`src/rtl/sxn_core.sv`:
```
// sxn_core: parametrised stack-machine core, the Wishbone-style bus master with ack_i wait states.
// Optional ALU opcodes 6/7/8 (ADD/AND/XOR) are built only when SXN_ALU_EN is defined.
module sxn_core #(
    parameter int unsigned XLEN         = 64,
    parameter int unsigned STACK_DEPTH  = 3,
    parameter logic [63:0] RESET_VECTOR = 64'hE000_0000_0000_0000,
    localparam int unsigned AW    = $clog2(XLEN / 8),
    localparam int unsigned LANES = XLEN / 8
) (
    input  logic                 clk_i,
    input  logic                 reset_ni,
    input  logic                 ack_i,
    input  logic [XLEN-1:0]      dat_i,
    output logic [XLEN-AW-1:0]   adr_o,
    output logic                 cyc_o,
    output logic                 stb_o,
    output logic                 we_o,
    output logic [LANES-1:0]     sel_o,
    output logic                 vpa_o,
    output logic [3:0]           opc_o,
    output logic [XLEN-1:0]      dat_o
);

    localparam int unsigned SLOTS = (XLEN == 64) ? 7 : 3;
    localparam int unsigned IRW   = 4 * SLOTS + 4;
    localparam logic [XLEN-1:0]    RV_X    = RESET_VECTOR[63 -: XLEN];
    localparam logic [XLEN-AW-1:0] P_RESET = RV_X[XLEN-1:AW];
    localparam logic [XLEN-AW-1:0] P_ONE   = (XLEN-AW)'(1);

    typedef enum logic [3:0] {
        OP_NOP    = 4'd0,
        OP_LIT8   = 4'd1,
        OP_LIT16  = 4'd2,
        OP_LIT32  = 4'd3,
        OP_STORES = 4'd4,
        OP_LOADS  = 4'd5,
        OP_ADD    = 4'd6,
        OP_AND    = 4'd7,
        OP_XOR    = 4'd8
    } op_e;

    logic [XLEN-AW-1:0] p;
    logic [3:0]         t;
    logic [IRW-1:0]     ir;          // count nibble plus the slot opcodes; the literal field lives in dr
    logic [XLEN-1:0]    dr;
    logic [XLEN-1:0]    stk   [STACK_DEPTH];
    logic [XLEN-1:0]    stk_n [STACK_DEPTH];

    logic [3:0]       cnt;
    logic             is_fetch, bus_ld, bus_st, bus_cyc, advance;
    op_e              op;
    logic [3:0]       sub;
    logic [1:0]       size;
    logic [AW-1:0]    lane;
    logic [LANES-1:0] sel;
    logic [XLEN-1:0]  st_data, ld_shift, ld_val, lit, dr_n;

    assign cnt = ir[IRW-1 -: 4];

    // NOTE: every variable written in an always_comb gets a default first, so no latch is inferred.
    always_comb begin
        // A zero count is treated like a count of one: nothing to execute, fetch again.
        is_fetch = (t == 4'd0) || (t == cnt) || (cnt == 4'd0) || (t > 4'(SLOTS));
        op = OP_NOP;
        for (int k = 1; k <= SLOTS; k++)
            if (!is_fetch && t == 4'(k)) op = op_e'(ir[IRW-4-4*k +: 4]);
        sub     = dr[3:0];
        size    = (XLEN == 32 && sub[1:0] == 2'd3) ? 2'd2 : sub[1:0];
        bus_st  = (op == OP_STORES) && (sub < 4'd4);
        bus_ld  = (op == OP_LOADS) && (sub < 4'd8);
        bus_cyc = is_fetch || bus_ld || bus_st;
        advance = !bus_cyc || ack_i;
    end

    // Lane steering shared by loads and stores: low address bits below the access size are ignored.
    always_comb begin
        lane = AW'((stk[0][AW-1:0] >> size) << size);
        case (size)
            2'd0:    sel = LANES'(4'h1) << lane;
            2'd1:    sel = LANES'(4'h3) << lane;
            2'd2:    sel = LANES'(4'hF) << lane;
            default: sel = '1;
        endcase
        case (size)
            2'd0:    st_data = {LANES{stk[1][7:0]}};
            2'd1:    st_data = {(LANES/2){stk[1][15:0]}};
            2'd2:    st_data = {(XLEN/32){stk[1][31:0]}};
            default: st_data = stk[1];
        endcase
        ld_shift = dat_i >> {lane, 3'b000};
        case (size)
            2'd0:    ld_val = sub[2] ? XLEN'($signed(ld_shift[7:0]))  : XLEN'(ld_shift[7:0]);
            2'd1:    ld_val = sub[2] ? XLEN'($signed(ld_shift[15:0])) : XLEN'(ld_shift[15:0]);
            2'd2:    ld_val = sub[2] ? XLEN'($signed(ld_shift[31:0])) : XLEN'(ld_shift[31:0]);
            default: ld_val = ld_shift;
        endcase
    end

    always_comb begin
        dr_n = dr;
        lit  = '0;
        for (int i = 0; i < STACK_DEPTH; i++) stk_n[i] = stk[i];
        case (op)
            OP_LIT8, OP_LIT16, OP_LIT32: begin
                if (op == OP_LIT8) begin
                    lit  = XLEN'($signed(dr[7:0]));
                    dr_n = dr >> 8;
                end else if (op == OP_LIT16) begin
                    lit  = XLEN'($signed(dr[15:0]));
                    dr_n = dr >> 16;
                end else begin
                    lit  = XLEN'($signed(dr[31:0]));
                    dr_n = (XLEN == 32) ? '0 : dr >> 32;
                end
                stk_n[0] = lit;
                for (int i = 1; i < STACK_DEPTH; i++) stk_n[i] = stk[i-1];
            end
            OP_STORES: begin
                dr_n = dr >> 4;
                if (bus_st)
                    for (int i = 0; i < STACK_DEPTH; i++)
                        stk_n[i] = stk[(i + 2 < STACK_DEPTH) ? i + 2 : STACK_DEPTH - 1];
            end
            OP_LOADS: begin
                dr_n = dr >> 4;
                if (bus_ld) stk_n[0] = ld_val;
            end
`ifdef SXN_ALU_EN
            OP_ADD, OP_AND, OP_XOR: begin
                if (op == OP_ADD)      stk_n[0] = stk[1] + stk[0];
                else if (op == OP_AND) stk_n[0] = stk[1] & stk[0];
                else                   stk_n[0] = stk[1] ^ stk[0];
                for (int i = 1; i < STACK_DEPTH; i++)
                    stk_n[i] = stk[(i + 1 < STACK_DEPTH) ? i + 1 : STACK_DEPTH - 1];
            end
`endif
            default: ;
        endcase
    end

    // NOTE: sequential state uses non-blocking assignments so every register samples pre-edge values.
    always_ff @(posedge clk_i or negedge reset_ni) begin
        if (!reset_ni) begin
            p  <= P_RESET;
            t  <= '0;
            ir <= '0;
            dr <= '0;
            // NOTE: the stack is a few flops rather than a RAM, so it is cleared with everything else.
            for (int i = 0; i < STACK_DEPTH; i++) stk[i] <= '0;
        end else if (advance) begin
            if (is_fetch) begin
                ir <= dat_i[XLEN-1 -: IRW];
                dr <= dat_i;
                p  <= p + P_ONE;
                t  <= 4'd1;
            end else begin
                t  <= t + 4'd1;
                dr <= dr_n;
                for (int i = 0; i < STACK_DEPTH; i++) stk[i] <= stk_n[i];
            end
        end
    end

    // Outputs decode straight from state and are forced idle by reset so a stalled cycle drops at once.
    always_comb begin
        cyc_o = reset_ni && bus_cyc;
        stb_o = cyc_o;
        vpa_o = reset_ni && is_fetch;
        we_o  = reset_ni && bus_st;
        opc_o = reset_ni ? op : 4'd0;
        adr_o = '0;
        sel_o = '0;
        dat_o = '0;
        if (reset_ni) begin
            adr_o = (bus_ld || bus_st) ? stk[0][XLEN-1:AW] : p;
            if (is_fetch)               sel_o = '1;
            else if (bus_ld || bus_st)  sel_o = sel;
            if (bus_st)                 dat_o = st_data;
        end
    end

endmodule

```
`config.mk`:
```
export PLATFORM = sky130hd
export DESIGN_NAME = sxn_core
export DESIGN_NICKNAME = d
export VERILOG_FILES = /design/src/rtl/sxn_core.sv
export SDC_FILE = /design/constraint.sdc
export NUM_CORES = 1
export LEC_CHECK = 0
export ABC_AREA = 1
export CORE_MARGIN = 3
export CORE_UTILIZATION = 30
export CTS_CLUSTER_DIAMETER = 30
export DETAILED_ROUTE_END_ITERATION = 8
export GPL_ROUTABILITY_DRIVEN = 0
export SYNTH_ARGS = -nofsm -noshare
export SYNTH_HDL_FRONTEND = slang
export SYNTH_SLANG_ARGS = --single-unit
```
`constraint.sdc`:
```
create_clock -name clk_i -period 2.8 [get_ports clk_i]
set_input_delay 0.42 -clock clk_i [delete_from_list [all_inputs] [get_ports clk_i]]
set_output_delay 0.42 -clock clk_i [all_outputs]
set_load 0.05 [all_outputs]
```
==> results.py <==
metrics = {
    "min_path": {
        "hp-class": "input pin to async pin",
    },
    "yosys": {
        "synthTopCellsByCount": "nand2_1 (1452), dfrtp_1 (350), inv_1 (327)",
        "synth_nets": 3600,
        "synth-seq-cells": 353,
        "netlist_instances": 3522,
        "synth_area_leaders": "dfrtp_1 (38%), nand2_1 (24%), o21ai_0 (5.9%)",
        "ys.flop_type": "dfrtp_1",
        "synth_warnings": 0,
        "synth.avg_cell_area_um2": 6.53,
        "synth_top_area_cell": "dfrtp_1",
        "synth_seq_area_share_pct": 38.5,
        "async_reset_ff_share_pct": 100,
        "yosysMostFrequentCell": "nand2_1",
        "syn_area_um2": 23000,
        "synth_top_area_share_pct": 38.1,
        "synth_edf_count": 0,
        "ys_types": 51,
    },
    "global_routing": {
        "grt_antenna_before_repair": 1,
        "grt_pass1_vias": 25300,
        "grt_pass1_wl_um": 158000,
        "grtUsageTotal_pct": 26.1,
        "grt_max_degree": 112,
        "overflow": 0,
    },
    "setup_path": {
        "reg2reg_from": "t[1]",
        "worstSetupStartpoint": "t[1]",
        "crit_type": "register to output pin",
        "worst_setup_path_start_kind": "register",
        "crit_arrival_ns": 3.60,
        "worstPathMaxFanout": 8,
        "crit_required_ns": 2.38,
        "end_kind": "output pin",
    },
    "placed_design": {
        "place.port_buffers": 207,
        "placed_cells": 4834,
        "dpl_worst_slack_ns": -0.637,
        "dpl.hpwl_um": 78100,
    },
    "drt": {
        "vias_per_cell": 5.22,
        "wire_per_inst_um": 21.1,
        "final_antenna_net_count": 0,
        "first_pass_iters": 7,
        "drt_iter0_markers": 3361,
        "wl_um": 107000,
        "vias": 26400,
        "drc": 0,
    },
    "sta": {
        "worst_slack_ns": -1.22,
        "slew_viol_final": 0,
        "final-setup-viol-count": 423,
        "period_needed_ns": 4.02,
        "max_freq_ghz": 0.249,
        "skew_ns": 0.0355,
        "final.period_utilization_pct": 144,
        "whs_ns": -0.0413,
        "maxSlewHeadroom_pct": 28.3,
        "rsz0062_at_grt": "yes",
        "hold_viol": 24,
        "worst_pin_slew_ns": 1.08,
    },
    "floorplanning": {
        "initial_utilization_pct": 30.6,
        "die_w_um": 283,
        "core-area_um2": 75200,
        "ios": 208,
        "dieArea_um2": 80000,
        "placementRows": 100,
        "fp.dieH_um": 283,
    },
    "cells_and_area": {
        "fillCellCount": 7172,
        "fin_nets": 4042,
        "layoutNonFillerInstCount": 5060,
        "multi_input_area_um2": 14000,
        "drive_gt1_share_pct": 23.7,
        "diodes": 0,
        "regArea_um2": 8840,
        "syn_to_final_growth_pct": 56.6,
    },
    "clock_tree": {
        "cts_max_path_buffers": 3,
        "clock_latency_ns": 0.66,
        "clockRootBuffer": "clkbuf_16",
        "cts_tree": "done",
        "clk_pin_slew_ns": 0.04,
        "cts_made_buffers": 90,
        "cts.sink_count": 353,
        "htreeDepth": 3,
    },
    "run_status": {
        "violations": "negative hold slack, negative setup slack",
        "outcome": "finished, violations left",
    },
    "run": {
        "maxCapViolCount": 0,
    },
}
flip-flops by register name (all words and copies together), names as in the netlist:
signal	cells
stk	192
dr	64
ir	32
p	61
t	4
metrics by stage:
step | hold WS, ns | area (µm²) | util (%) | setup TNS, ns
6_report | -0.0413 | 36000 | 47.9 | -257.62
5_1_grt | 0.0103 | 36000 | 47.9 | -344.83
4_1_cts | 0.00273 | 35300 | 46.9 | -233.23
3_5_place_dp | 0.276 | 31100 | 41.4 | -170.47
3_3_place_gp | 0.276 | 31100 | 41.4 | -147.01
2_1_floorplan | 0.124 | 24700 | - | -47.04
final cells by class:
class	instances	share of cell area [%]
tap	1020	3.55
inverter	345	3.72
sequential	353	24.6
multi-input combinational	2611	38.9
timing repair buffer	563	20.3
clock inverter	48	1.97
clock buffer	120	6.99
worst max-delay path, stage by stage, from the launching register on:
cell,delay (ns)
dfrtp_1,0.39
inv_2,0.08
ha_4,0.16
inv_4,0.05
o21ai_4,0.06
nor2_8,0.20
nand2_8,0.12
buf_12,0.15
nor2_4,0.11
inv_4,0.07
or2_4,0.25
a21oi_4,0.20
nand3_4,0.15
nor2_4,0.19
buf_6,0.13
buf_12,0.14
buf_12,0.14
nand2_4,0.07
a21oi_4,0.15
buf_12,0.15
metal layers:
| layer | track usage [%] | vias to the layer above | part of all wire, % |
|---|---|---|---|
| li1 | - | 12200 | - |
| met1 | 32.8 | 12400 | 38 |
| met2 | 41.8 | 1468 | 46 |
| met3 | 5.92 | 321 | 9.5 |
| met4 | 14.1 | 0 | 6.0 |
| met5 | 0 | - | 0 |
final timing paths:
kind / slack (ns) / cells past startpoint / to
worst max-delay path: -1.22 / 19 / dat_o[21]
worst min-delay path: -0.04 / 2 / stk[68]
worst max register to register: -0.56 / 25 / stk[87]
worst min register to register: 0.47 / 2 / stk[88]
max in group asynchronous: 1.44 / 3 / stk[51]
min in group clk_i: 0.45 / 3 / dr[33]
layout by cell type (no fill, tap or decap), types with 49 or more instances in the layout:
cell,netlist,final
nand3_1,238,234
buf_12,0,186
nand2_1,1452,1386
a21oi_4,1,98
nor2_4,0,49
inv_1,327,323
o21ai_0,271,217
clkbuf_16,0,96
o21ai_1,35,68
nor2_1,149,99
a21oi_1,186,88
buf_4,28,252
clkdlybuf4s50_1,0,65
dfrtp_1,350,350
repair_timing:
item                                    CTS  global route
hold buffers                              4             0
resized for setup                        96           134
setup buffers                            16            23
hold endpoints to repair                114             0
pin swaps                                29            16
endpoints found under the setup margin  418           431
gates cloned                             12             6
cells by family after synthesis:
kind of cell / Yosys count / share of synthesized area (%)
buffers and inverters: 559 / 9.93
adders and majority gates: 11 / 0.599
DFF: 353 / 38.5
AOI/OAI and AO/OA: 601 / 14.4
and+or+nand+nor: 1939 / 34.4
xor gates and xnor gates: 59 / 2.25
Power is not shown: default switching activity piles up to over one toggle a cycle in this logic, so the estimate is an artifact.
